==> config.mk <==
export PLATFORM = sky130hd
export DESIGN_NAME = lcd_bus_decoder
export DESIGN_NICKNAME = d
export VERILOG_FILES = /design/src/rtl/lcd_bus_decoder.sv
export SDC_FILE = /design/constraint.sdc
export NUM_CORES = 1
export LEC_CHECK = 0
export BUFFER_PORTS_ARGS = -buffer_cell sky130_fd_sc_hd__clkbuf_2
export CORE_MARGIN = 8
export CORE_UTILIZATION = 45
export DETAILED_ROUTE_END_ITERATION = 10
export PLACE_DENSITY = 0.65
export SYNTH_ARGS = -nofsm -noshare
export SYNTH_HDL_FRONTEND = slang
export SYNTH_SLANG_ARGS = --single-unit
==> constraint.sdc <==
create_clock -name clk -period 2 [get_ports clk]
set_input_delay 0.2 -clock clk [delete_from_list [all_inputs] [get_ports clk]]
set_output_delay 0.2 -clock clk [all_outputs]
set_load 0.01 [all_outputs]
==> src/rtl/lcd_bus_decoder.sv <==
// lcd_bus_decoder: receive-side decoder for an HD44780-style 4-bit LCD bus.
// Taps the bus the CPU bit-bangs and rebuilds each write cycle into a byte.
// Starts in the controller's 8-bit power-on mode. Moves to 4-bit nibble
// pairing after a 0x2 function-set command. Queues bytes in a small FIFO.
//
// Optional feature: define LCD_DEC_BUSY_EN to emulate the busy flag and
// read-back nibble. With the macro undefined, busy and rd_db are tied low.
//
// Output handshake: out_valid is high whenever the FIFO holds a byte, and
// out_data/out_rs/out_mode8 describe that head byte. The head is consumed at
// a rising clk edge where out_valid & out_ready. out_valid never depends
// combinationally on out_ready.
module lcd_bus_decoder #(
  parameter int DEPTH       = 4,
  parameter int MIN_E_HIGH  = 2,
  parameter int TIMEOUT     = 1024,
  parameter int BUSY_CYCLES = 64
) (
  input  logic       clk,
  input  logic       rst,
  input  logic       lcd_e,
  input  logic       lcd_rw,
  input  logic       lcd_rs,
  input  logic [3:0] lcd_db,
  input  logic       resync,
  output logic       out_valid,
  input  logic       out_ready,
  output logic [7:0] out_data,
  output logic       out_rs,
  output logic       out_mode8,
  output logic       mode4,
  output logic       err_overflow,
  output logic       err_timeout,
  input  logic       clr_err,
  output logic       busy,
  output logic [3:0] rd_db
);

  localparam int AW = (DEPTH > 2) ? $clog2(DEPTH) : 1;
  localparam int EW = $clog2(MIN_E_HIGH + 1);
  localparam int TW = $clog2(TIMEOUT + 1);
  localparam logic [EW-1:0] E_SAT  = EW'(MIN_E_HIGH);
  localparam logic [TW-1:0] TO_MAX = TW'(TIMEOUT);

  typedef enum logic [1:0] {
    M8 = 2'd0,  // 8-bit power-on mode, one strobe per byte
    H4 = 2'd1,  // 4-bit mode, waiting for the high nibble
    L4 = 2'd2   // 4-bit mode, holding the high nibble
  } state_t;

  // ---------------- strobe detection ----------------
  logic          e_q;
  logic          rw_q;
  logic          rs_q;
  logic [3:0]    db_q;
  logic [EW-1:0] e_cnt;
  logic          strobe;
  logic          wr_strobe;

  // Register the bus and count consecutive E-high cycles, saturating.
  always_ff @(posedge clk) begin
    if (rst) begin
      e_q   <= 1'b0;
      rw_q  <= 1'b0;
      rs_q  <= 1'b0;
      db_q  <= 4'h0;
      e_cnt <= '0;
    end else begin
      e_q  <= lcd_e;
      rw_q <= lcd_rw;
      rs_q <= lcd_rs;
      db_q <= lcd_db;
      if (!lcd_e)
        e_cnt <= '0;
      else if (e_cnt < E_SAT)
        e_cnt <= e_cnt + 1'b1;
    end
  end

  // A strobe is the falling edge of a sufficiently long E pulse.
  assign strobe    = e_q & ~lcd_e & (e_cnt >= E_SAT);
  assign wr_strobe = strobe & ~rw_q;

  // ---------------- mode FSM ----------------
  state_t        state_q;
  state_t        state_d;
  logic [3:0]    hi_q;
  logic          hi_rs_q;
  logic [TW-1:0] to_cnt;
  logic          hi_ld;
  logic          gen;
  logic [7:0]    gen_data;
  logic          gen_rs;
  logic          gen_mode8;
  logic          to_evt;

  // State register, held high nibble and L4 timeout counter.
  always_ff @(posedge clk) begin
    if (rst) begin
      state_q <= M8;
      hi_q    <= 4'h0;
      hi_rs_q <= 1'b0;
      to_cnt  <= '0;
    end else begin
      state_q <= state_d;
      if (hi_ld) begin
        hi_q    <= db_q;
        hi_rs_q <= rs_q;
        to_cnt  <= '0;
      end else if (state_q == L4 && to_cnt != TO_MAX) begin
        to_cnt <= to_cnt + 1'b1;
      end
    end
  end

  // Next state and byte generation; resync overrides any same-cycle strobe.
  always_comb begin
    state_d   = state_q;
    hi_ld     = 1'b0;
    gen       = 1'b0;
    gen_data  = 8'h00;
    gen_rs    = 1'b0;
    gen_mode8 = 1'b0;
    to_evt    = 1'b0;
    if (resync) begin
      state_d = H4;
    end else begin
      case (state_q)
        M8: begin
          if (wr_strobe) begin
            gen       = 1'b1;
            gen_data  = {db_q, 4'h0};
            gen_rs    = rs_q;
            gen_mode8 = 1'b1;
            if (!rs_q && db_q == 4'h2)
              state_d = H4;
          end
        end
        H4: begin
          if (wr_strobe) begin
            hi_ld   = 1'b1;
            state_d = L4;
          end
        end
        L4: begin
          if (wr_strobe) begin
            gen      = 1'b1;
            gen_data = {hi_q, db_q};
            gen_rs   = hi_rs_q;
            state_d  = H4;
          end else if (to_cnt == TO_MAX) begin
            to_evt  = 1'b1;
            state_d = H4;
          end
        end
        default: state_d = M8;
      endcase
    end
  end

  assign mode4 = (state_q != M8);

  // ---------------- output FIFO ----------------
  logic [9:0]  mem [DEPTH];
  logic [AW:0] wr_ptr;
  logic [AW:0] rd_ptr;
  logic        full;
  logic        pop;
  logic        push_ok;
  logic        drop;
  logic [9:0]  head;

  assign full    = (wr_ptr[AW] != rd_ptr[AW]) && (wr_ptr[AW-1:0] == rd_ptr[AW-1:0]);
  assign out_valid = (wr_ptr != rd_ptr);
  assign pop     = out_valid & out_ready;
  assign push_ok = gen & (~full | pop);
  assign drop    = gen & full & ~pop;
  assign head    = mem[rd_ptr[AW-1:0]];

  assign out_data  = out_valid ? head[7:0] : 8'h00;
  assign out_rs    = out_valid & head[8];
  assign out_mode8 = out_valid & head[9];

  // FIFO storage; contents are only visible through the valid-gated head.
  always_ff @(posedge clk) begin
    if (push_ok)
      mem[wr_ptr[AW-1:0]] <= {gen_mode8, gen_rs, gen_data};
  end

  // FIFO pointers.
  always_ff @(posedge clk) begin
    if (rst) begin
      wr_ptr <= '0;
      rd_ptr <= '0;
    end else begin
      if (push_ok) wr_ptr <= wr_ptr + 1'b1;
      if (pop)     rd_ptr <= rd_ptr + 1'b1;
    end
  end

  // Sticky error flags; a new error beats a same-cycle clear.
  always_ff @(posedge clk) begin
    if (rst) begin
      err_overflow <= 1'b0;
      err_timeout  <= 1'b0;
    end else begin
      if (drop)         err_overflow <= 1'b1;
      else if (clr_err) err_overflow <= 1'b0;
      if (to_evt)       err_timeout  <= 1'b1;
      else if (clr_err) err_timeout  <= 1'b0;
    end
  end

  // ---------------- busy / read-back emulation ----------------
`ifdef LCD_DEC_BUSY_EN
  localparam int BW = $clog2(BUSY_CYCLES + 1);
  localparam logic [BW-1:0] BUSY_LD = BW'(BUSY_CYCLES);

  logic [BW-1:0] busy_cnt;
  logic          rd_phase;
  logic          rd_strobe;

  assign rd_strobe = strobe & rw_q;

  // Busy countdown restarts on every generated byte, pushed or dropped.
  always_ff @(posedge clk) begin
    if (rst)
      busy_cnt <= '0;
    else if (gen)
      busy_cnt <= BUSY_LD;
    else if (busy_cnt != '0)
      busy_cnt <= busy_cnt - 1'b1;
  end

  // Read phase: 0 = next read returns the high nibble (busy flag).
  always_ff @(posedge clk) begin
    if (rst)
      rd_phase <= 1'b0;
    else if (resync || wr_strobe)
      rd_phase <= 1'b0;
    else if (rd_strobe)
      rd_phase <= ~rd_phase;
  end

  assign busy  = (busy_cnt != '0);
  assign rd_db = (lcd_rw && !rd_phase) ? {busy, 3'b000} : 4'h0;
`else
  // Busy emulation absent: flag is always clear regardless of BUSY_CYCLES.
  assign busy  = (BUSY_CYCLES < 0);
  assign rd_db = 4'h0;
`endif

endmodule

Yosys cells after proc, flatten, opt, wreduce, memory -nomap -nowiden
Memory sizes are Yosys's and may differ from the RTL's. A register that Yosys moved wholly into a read port is not among the register bits.
Index checks and enable logic that the tools add are counted.
Widths: inputs -> output; s select.
- memories kept: 1
- output and inout port bits: 19
- input port bits: 12
- memory bits (writable): 40
- flip-flop bits (word level): 35
- logic and storage cells: 99
- memory list (name ; words ; bits a word ; read ports ; clocked after memory_dff ; wr ports ; line ; source):
    mem ; 4 ; 10 ; 1 ; 1 ; 1 ; 164 ; logic [9:0] mem [DEPTH];
- multiplexer cells: 34
- equal/unequal tests: 16
- reduce and logical (&&, ||, !) cells: 14
- bitwise logic cells: 14
- add/sub/neg operators: 4
- $lt $le $gt $ge: 2
- operators with widths (kind ; count):
    $mux 8 ; 4
    $mux 1 ; 20
    $pmux 8 s2 ; 1
    $mux 2 ; 7
    $add 11x1->11 const B ; 1
    $eq 11x11->1 const B ; 1
    $ne 11x11->1 const B ; 1
    $and 1x1->1 ; 9
    $ne 3x3->1 const B ; 3
    $reduce_and 4->1 ; 2
    $reduce_or 2->1 ; 4
    $add 3x1->3 const B ; 2
    $ne 2x2->1 const B ; 3
    $pmux 2 s3 ; 1
    $reduce_bool 2->1 ; 3
    $eq 4x2->1 const B ; 1
    $ne 4x3->1 const B ; 1
    $not 1->1 ; 4
    $logic_and 1x1->1 ; 3
    $ne 3x2->1 const B ; 1
    $ne 3x3->1 ; 1
    $add 2x1->2 const B ; 1
    $eq 2x1->1 const B ; 1
    $eq 2x2->1 ; 1
    8 further kinds ; 8

Depth between registers and ports, before layout
Gate-level depths: netlist of the first run.
- depth after elaboration: 10
- depth in mapped cells: 7
- gate-level depth less buffers: 6

Least setup slack after synthesis of the first run
OpenSTA, ideal clock, no wires.
- path kind: register -> register
- start point: register wr_ptr[1]
- end point: register wr_ptr[2]
- path buffers: 0
- setup time: 0.121 ns
- setup slack: -0.080 ns
- clock period less this slack: 2.080 ns
- cell stages (with the launch flop): 5
- arrival: 1.960 ns
- data required time: 1.879 ns
- cells stage by stage: dfxtp_1 xor2_1 nor4b_4 nor4b_2 mux2_2
- word-level cells in the longest chain between the ends: 5
- elaborated cells between the ends (all ways): 8
- classes of those cells: add/sub: 1; eq/ne: 2; bitwise: 4; reduce/logical: 1
- RTL lines (item ; line ; source):
    from (decl) ; 165 ; logic [AW:0] wr_ptr;
    from (signal assigned) ; 196 ; if (push_ok) wr_ptr <= wr_ptr + 1'b1;
    $eq 2x2->1 ; 173 ; assign full = (wr_ptr[AW] != rd_ptr[AW]) && (wr_ptr[AW-1:0] == rd_ptr[AW-1:0]);
    $logic_and 1x1->1 ; 173 ;
    $not 1->1 ; 176 ; assign push_ok = gen & (~full | pop);
    $or 1x1->1 ; 176 ;
    $and 1x1->1 ; 176 ;
Parallel ways exist; a longest one is shown, timed or not.
A chain may end at the register's enable or synchronous reset.

==> reports/qor.txt, run 1 <==
Outcome -> complete, no violations
Startpoint Class -> register
Max_cap viols -> 0
Postcts setup bufs -> 0
Ys async rst share -> 0%
First-pass GRT wire length -> 10000 um
Core area -> 0.00721 mm2
Metal3 WL -> 308 um
Final ANT Viol Nets -> 0
Nets@finish -> 317
Global Route Usage Sum -> 12.6%
Antenna violations before repair -> 0
PwrDens -> 761 mW/mm2
Crit end category -> output pin
Crit path time final -> 1870 ps
Initial Util -> 46.1%
Detailed Place HPWL -> 4240 um
Clk sink count -> 77
GR Overflow Total -> 0
Die span in y -> 102 um
Setup repair after global routing missed its margin -> no
DRT iter0 DRCs -> 71
CTS Hold Buffers Added -> 0
Setup Crit Path Kind -> reg -> out
P&R area growth vs syn -> 16.0%
CTS Buffer Depth -> 2
Critical Path Max Stage Delay -> 650 ps
Area of the multi-input gates -> 0.00131 mm2
# diodes -> 0
Drt drc -> 0
F_max -> 0.534 GHz
Met2 wire length -> 2720 um
Most used DFF post-synth -> edfxtp_1
Vias per cell -> 4.94
Post-synth EDFFs -> 40
Worst endpoint required time -> 1800 ps
Ys Warns -> 0
Type of the worst min-delay path -> in -> reg
Total negative slack -> 0 ps
Later-pin clock latency in the skew report -> 350 ps
Die area -> 0.0104 mm2
Worst-path clk slew -> 80 ps
Syn Inst Count -> 262
Final setup violation count -> 0
Final hold slack -> 72.0 ps
# fillers -> 655
H-tree depth -> 3
Row cnt -> 31
Max-slew violation count -> 0
Max-slew headroom at the worst pin -> 62.5%
Worst slew pin tran -> 557 ps
VDD IR-drop max -> 0.000526 V
Total CTS buffers -> 9
Leakage power -> 1.38 nW
CP Data Arrival Time -> 1670 ps
Finished Core Util -> 53.4%
Highest-delay cell along the critical path -> dfxtp_1
Io pins -> 31
# resized after CTS -> 0
Setup WS post-layout -> 126 ps
Synth Cell Area -> 0.00332 mm2
Drt first pass iters -> 4
Final-report hold violation count -> 0
Cell variety after synth -> 45
Vias in the first global route -> 2017
DRT Wirelength -> 5950 um
CTS root buffer -> clkbuf_8
Die W -> 102 um
Drt wl/cell -> 14.8 um
Fin crit share -> 93.7%
Pre-CTS WS -> 116 ps
Register area -> 0.00194 mm2
Routability cong. -> 0.821
I/O Buffers -> 25
Crit-path cells -> mux4_2 > nor2b_1 > clkbuf_2
Yosys reg bits -> 77
Layout cell share with drive strength beyond 1 -> 24.2%
Met1 wire length -> 2840 um
TritonCTS clock tree -> done
Largest net degree at the start of global routing -> 15
CP max FO -> 10
Average size of a mapped cell -> 12.7 um2
Clock Skew -> 9.22 ps
Routed via count -> 1980
Register area share after synthesis -> 58.4%
Top layer used by detailed routing -> met4
[synth_stat cells (2+ instances only)]
| master | number | area, um2 |
|---|---|---|
| a21oi_1 | 9 | 45.0 |
| a22o_1 | 2 | 17.5 |
| a22oi_1 | 2 | 15.0 |
| and2_1 | 7 | 43.8 |
| buf_2 | 2 | 10.0 |
| buf_4 | 5 | 37.5 |
| clkbuf_1 | 7 | 26.3 |
| dfxtp_1 | 37 | 741 |
| edfxtp_1 | 40 | 1200 |
| ha_1 | 8 | 100 |
| inv_1 | 11 | 41.3 |
| mux2_2 | 2 | 22.5 |
| mux2i_1 | 8 | 80.1 |
| mux4_2 | 10 | 225 |
| nand2_1 | 7 | 26.3 |
| nand2b_1 | 6 | 37.5 |
| nand3_1 | 3 | 15.0 |
| nand4_1 | 2 | 12.5 |
| nor2_1 | 28 | 105 |
| nor2b_1 | 19 | 119 |
| nor3_1 | 3 | 15.0 |
| nor4_1 | 3 | 18.8 |
| nor4b_4 | 2 | 47.6 |
| o21ai_0 | 3 | 15.0 |
| or3_1 | 4 | 25.0 |
| or4_1 | 2 | 15.0 |
| xnor2_1 | 5 | 43.8 |
| xor2_1 | 8 | 70.1 |
[power breakdown]
part	switching (mW)	internal, mW
clock	0.587	0.587
sequential	0.0111	1.66
combinational	0.0528	0.0375
[sequential cells by signal, indices dropped and copies added (netlist names), named ones only]
signal and count:
hi_rs_q 1, err_overflow 1, wr_ptr 3, state_q 2, rw_q 1, rd_ptr 3
rs_q 1, err_timeout 1, db_q 4, hi_q 4, mem 40, to_cnt 11
e_q 1, e_cnt 2
[worst max-delay path, delay by kind of cell (launching register included)]
kind | cells | cell delay [ps]
AND/OR/NAND/NOR | 1 | 150
buffers and inverters | 1 | 130
flip-flops | 1 | 650
multiplexers | 1 | 390
[cells in the final DEF, fill, tap and decap left out, types with 3 or more instances in the layout]
cell      netlist  layout
a21oi_1         9       9
and2_1          7       7
nand2_1         7       7
inv_1          11      11
xnor2_1         5       5
ha_1            8       8
xor2_1          8       6
mux2i_1         8       8
edfxtp_1       40      40
conb_1          1       5
clkbuf_8        0       9
nor3_1          3       3
clkinv_4        0       3
buf_12          0       3
nand3_1         3       3
nor2_1         28      28
nor2b_1        19      19
o21ai_0         3       3
buf_4           5       5
nor4b_4         2       3
dfxtp_1        37      35
clkbuf_2        0      25
mux4_2         10      10
nand2b_1        6       6
nor4_1          3       3
or3_1           4       4
[area by class of cell]
class	count	area share, %
Sequential cell	77	50.4
Multi-Input combinational cell	164	34.0
Timing Repair Buffer	34	6.07
Clock buffer	10	3.31
Tap cell	99	3.21
Clock inverter	6	1.88
Inverter	11	1.07
[metal layers]
metal / vias up / global-route usage [%]
li1: 995 / -
met1: 942 / 15.6
met2: 34 / 19.9
met3: 9 / 3.95
met4: 0 / 5.76
met5: - / 0
[path summary, 6_finish.rpt]
check | from | end | slack [ps] | cells past startpoint
setup / recovery | register | out_data[5] | 130 | 3
hold / removal | lcd_db[2] | db_q[2] | 70 | 2
setup reg to reg | rw_q | mem[0][3] | 190 | 5
hold reg to reg | err_overflow | err_overflow | 480 | 2
[metrics by stage]
step / cells / instance area (um2) / power (mW)
2_1_floorplan: 266 / 3350 / 1.77
3_3_place_gp: 385 / 3630 / 1.79
3_5_place_dp: 385 / 3630 / 1.79
4_1_cts: 401 / 3830 / 2.96
5_1_grt: 401 / 3850 / 3.04
6_report: 401 / 3850 / 2.93
[cells by family after synthesis]
group / count (synthesis) / share of synthesized area, %
xor+xnor: 13 / 3.43
compound gates: 20 / 3.88
simple gates: 98 / 17.8
buf+inv: 25 / 3.46
other cells: 1 / 0.113
flops: 77 / 58.4
mux: 20 / 9.86
fa+ha+maj: 8 / 3.01
(Power assumes the default switching activity.)
==> run 2: changes to the inputs <==
--- a/config.mk
+++ b/config.mk
@@ -5,9 +5,11 @@
 export SDC_FILE = /design/constraint.sdc
 export NUM_CORES = 1
 export LEC_CHECK = 0
+export ABC_AREA = 0
 export BUFFER_PORTS_ARGS = -buffer_cell sky130_fd_sc_hd__clkbuf_2
 export CORE_MARGIN = 8
 export CORE_UTILIZATION = 45
+export CTS_BUF_LIST = sky130_fd_sc_hd__clkbuf_2
 export DETAILED_ROUTE_END_ITERATION = 10
 export PLACE_DENSITY = 0.65
 export SYNTH_ARGS = -nofsm -noshare
==> reports/qor.txt, run 2 (same netlist as run 1, synthesis figures left out) <==
PwrDens -> 665 mW/mm2 (-13%)
Clk sink count -> 77 (unchanged)
Design Area, Final -> 0.00398 mm2 (+3.3%)
Outcome -> finished, violations left
Initial Util -> 46.1% (unchanged)
Worst endpoint required time -> 1800 ps (about the same)
Final-report hold violation count -> 0 (unchanged)
# diodes -> 0 (unchanged)
Max FFs per register -> 40 (unchanged)
Later-pin clock latency in the skew report -> 530 ps (+180 ps)
Row cnt -> 31 (unchanged)
Die span in y -> 102 um (unchanged)
Type of the worst min-delay path -> in -> reg
GR Overflow Total -> 0 (unchanged)
Crit path time final -> 2040 ps (+164 ps)
Startpoint Class -> register
Cell area after placement -> 0.00363 mm2 (unchanged)
Pre-CTS WS -> 116 ps (unchanged)
Antenna violations before repair -> 0 (unchanged)
Final setup violation count -> 10 (+10)
Vias per cell -> 4.89 (-0.94%)
# fillers -> 627 (-4.3%)
Io pins -> 31 (unchanged)
Core area -> 0.00721 mm2 (unchanged)
Nets@finish -> 330 (+4.1%)
Drt drc -> 0 (unchanged)
Inst Count DP -> 385 (unchanged)
Detailed Place HPWL -> 4240 um (unchanged)
Setup repair after global routing missed its margin -> yes
CP bufs+invs -> 2 (+1)
Crit-path cells -> buf_12 > mux4_2 > nor2b_1 > clkbuf_2
CP max FO -> 10 (unchanged)
CP Data Arrival Time -> 1840 ps (+170 ps)
Area of the multi-input gates -> 0.00136 mm2 (+4.0%)
Die W -> 102 um (unchanged)
Register area -> 0.00196 mm2 (+0.84%)
Max-slew violation count -> 0 (unchanged)
Crit end category -> output pin
Max-slew headroom at the worst pin -> 66.9% (+4.4 points)
Drt wl/cell -> 15.0 um (+1.1%)
Highest-delay cell along the critical path -> mux4_2
Pint -> 2.01 mW (-12%)
Routed via count -> 2025 (+2.3%)
CTS root buffer -> clkbuf_2
Failing checks -> negative setup slack
Comb pwr share -> 4.1% (+1.0 points)
F_max -> 0.491 GHz (-8.0%)
VDD IR-drop max -> 0.000466 V (-11%)
Clk pwr share -> 32.9% (-7.2 points)
Final hold slack -> 33.9 ps (-38.1 ps)
Total negative slack -> -165 ps (-165 ps)
Drt first pass iters -> 4 (unchanged)
Vias in the first global route -> 2031 (+0.69%)
Die area -> 0.0104 mm2 (unchanged)
Non-filler cells, final -> 414 (+3.2%)
Most common cell after layout, fill and taps aside -> edfxtp_1
Top cell family by delay on the critical path -> multiplexers
Setup Crit Path Kind -> reg -> out
Layout cell share with drive strength beyond 1 -> 27.0% (+2.8 points)
Leakage power -> 1.43 nW (+3.4%)
Final ANT Viol Nets -> 0 (unchanged)
I/O Buffers -> 25 (unchanged)
Sequential power share -> 63.0% (+6.1 points)
CTS Buffer Depth -> 2 (unchanged)
Worst-path clk slew -> 230 ps (+150 ps)
Max_cap viols -> 0 (unchanged)
Largest net degree at the start of global routing -> 15 (unchanged)
Sw power -> 0.635 mW (-2.5%)
Sw Share -> 24.0% (+1.8 points)
H-tree depth -> 3 (unchanged)
Routability cong. -> 0.821 (unchanged)
Worst slew pin tran -> 492 ps (-65.7 ps)
Most frequent cells in the layout -> edfxtp_1, clkbuf_2, dfxtp_1, nor2_1, nor2b_1
TritonCTS clock tree -> done
DRT Wirelength -> 6210 um (+4.4%)
P&R area growth vs syn -> 19.8%
Clock Skew -> 33.8 ps (+24.6 ps)
Critical Path Max Stage Delay -> 500 ps (-150 ps)
Fin crit share -> 102% (+8.2 points)
First-pass GRT wire length -> 10200 um (+1.2%)
Global Route Usage Sum -> 12.8% (+0.14 points)
Setup WS post-layout -> -37.5 ps (-164 ps)
DRT iter0 DRCs -> 72 (+1.4%)
Total CTS buffers -> 9 (unchanged)
## run 2: final cells by class
type	instances	share of cell area, %
Inverter	11	1.04
Timing Repair Buffer	47	9.27
Tap cell	99	3.11
Clock buffer	10	1.26
Multi-Input combinational cell	164	34.3
Clock inverter	6	1.82
Sequential cell	77	49.2
## run 2: metrics by stage
step	util (%)	total power, mW
2_1_floorplan	-	1.77
3_3_place_gp	50.3	1.79
3_5_place_dp	50.3	1.79
4_1_cts	53.8	2.67
5_1_grt	55.2	2.75
6_report	55.2	2.65
## run 2: what timing repair did
item | 4_1_cts | 5_1_grt
pin swaps | 0 | 1
endpoints found under the setup margin | 11 | 20
hold endpoints to repair | 13 | 0
cloned | 0 | 1
hold buffers | 10 | 0
gates resized for setup | 9 | 21
setup buffers | 0 | 2
## run 2: tightest hold or removal path: stages
cell and delay, ps:
clkbuf_2 120, nand2_1 80, or3_1 90, a21oi_1 50
## run 2: final timing paths
path	startpoint	endpoint	slack [ps]	cells past startpoint
setup / recovery	register	out_data[5]	-40	4
hold / removal	out_ready	rd_ptr[2]	30	4
setup reg to reg	wr_ptr[2]	mem[2][8]	150	6
hold reg to reg	err_overflow	err_overflow	490	2
## run 2: power by group through the flow
stage,combinational [mW],sequential [mW],clock (mW)
after floorplan,0.0648,1.70,0
after global placement,0.0879,1.70,0
after detailed placement,0.0902,1.70,0
after CTS,0.106,1.67,0.892
after global routing,0.121,1.67,0.962
final,0.109,1.67,0.871
## run 2: routing by layer
metal  GRT usage, %  wire, um
met3           3.68       268
met1           15.7      2930
met2           20.2      2900
met5              0         0
met4           6.43       116
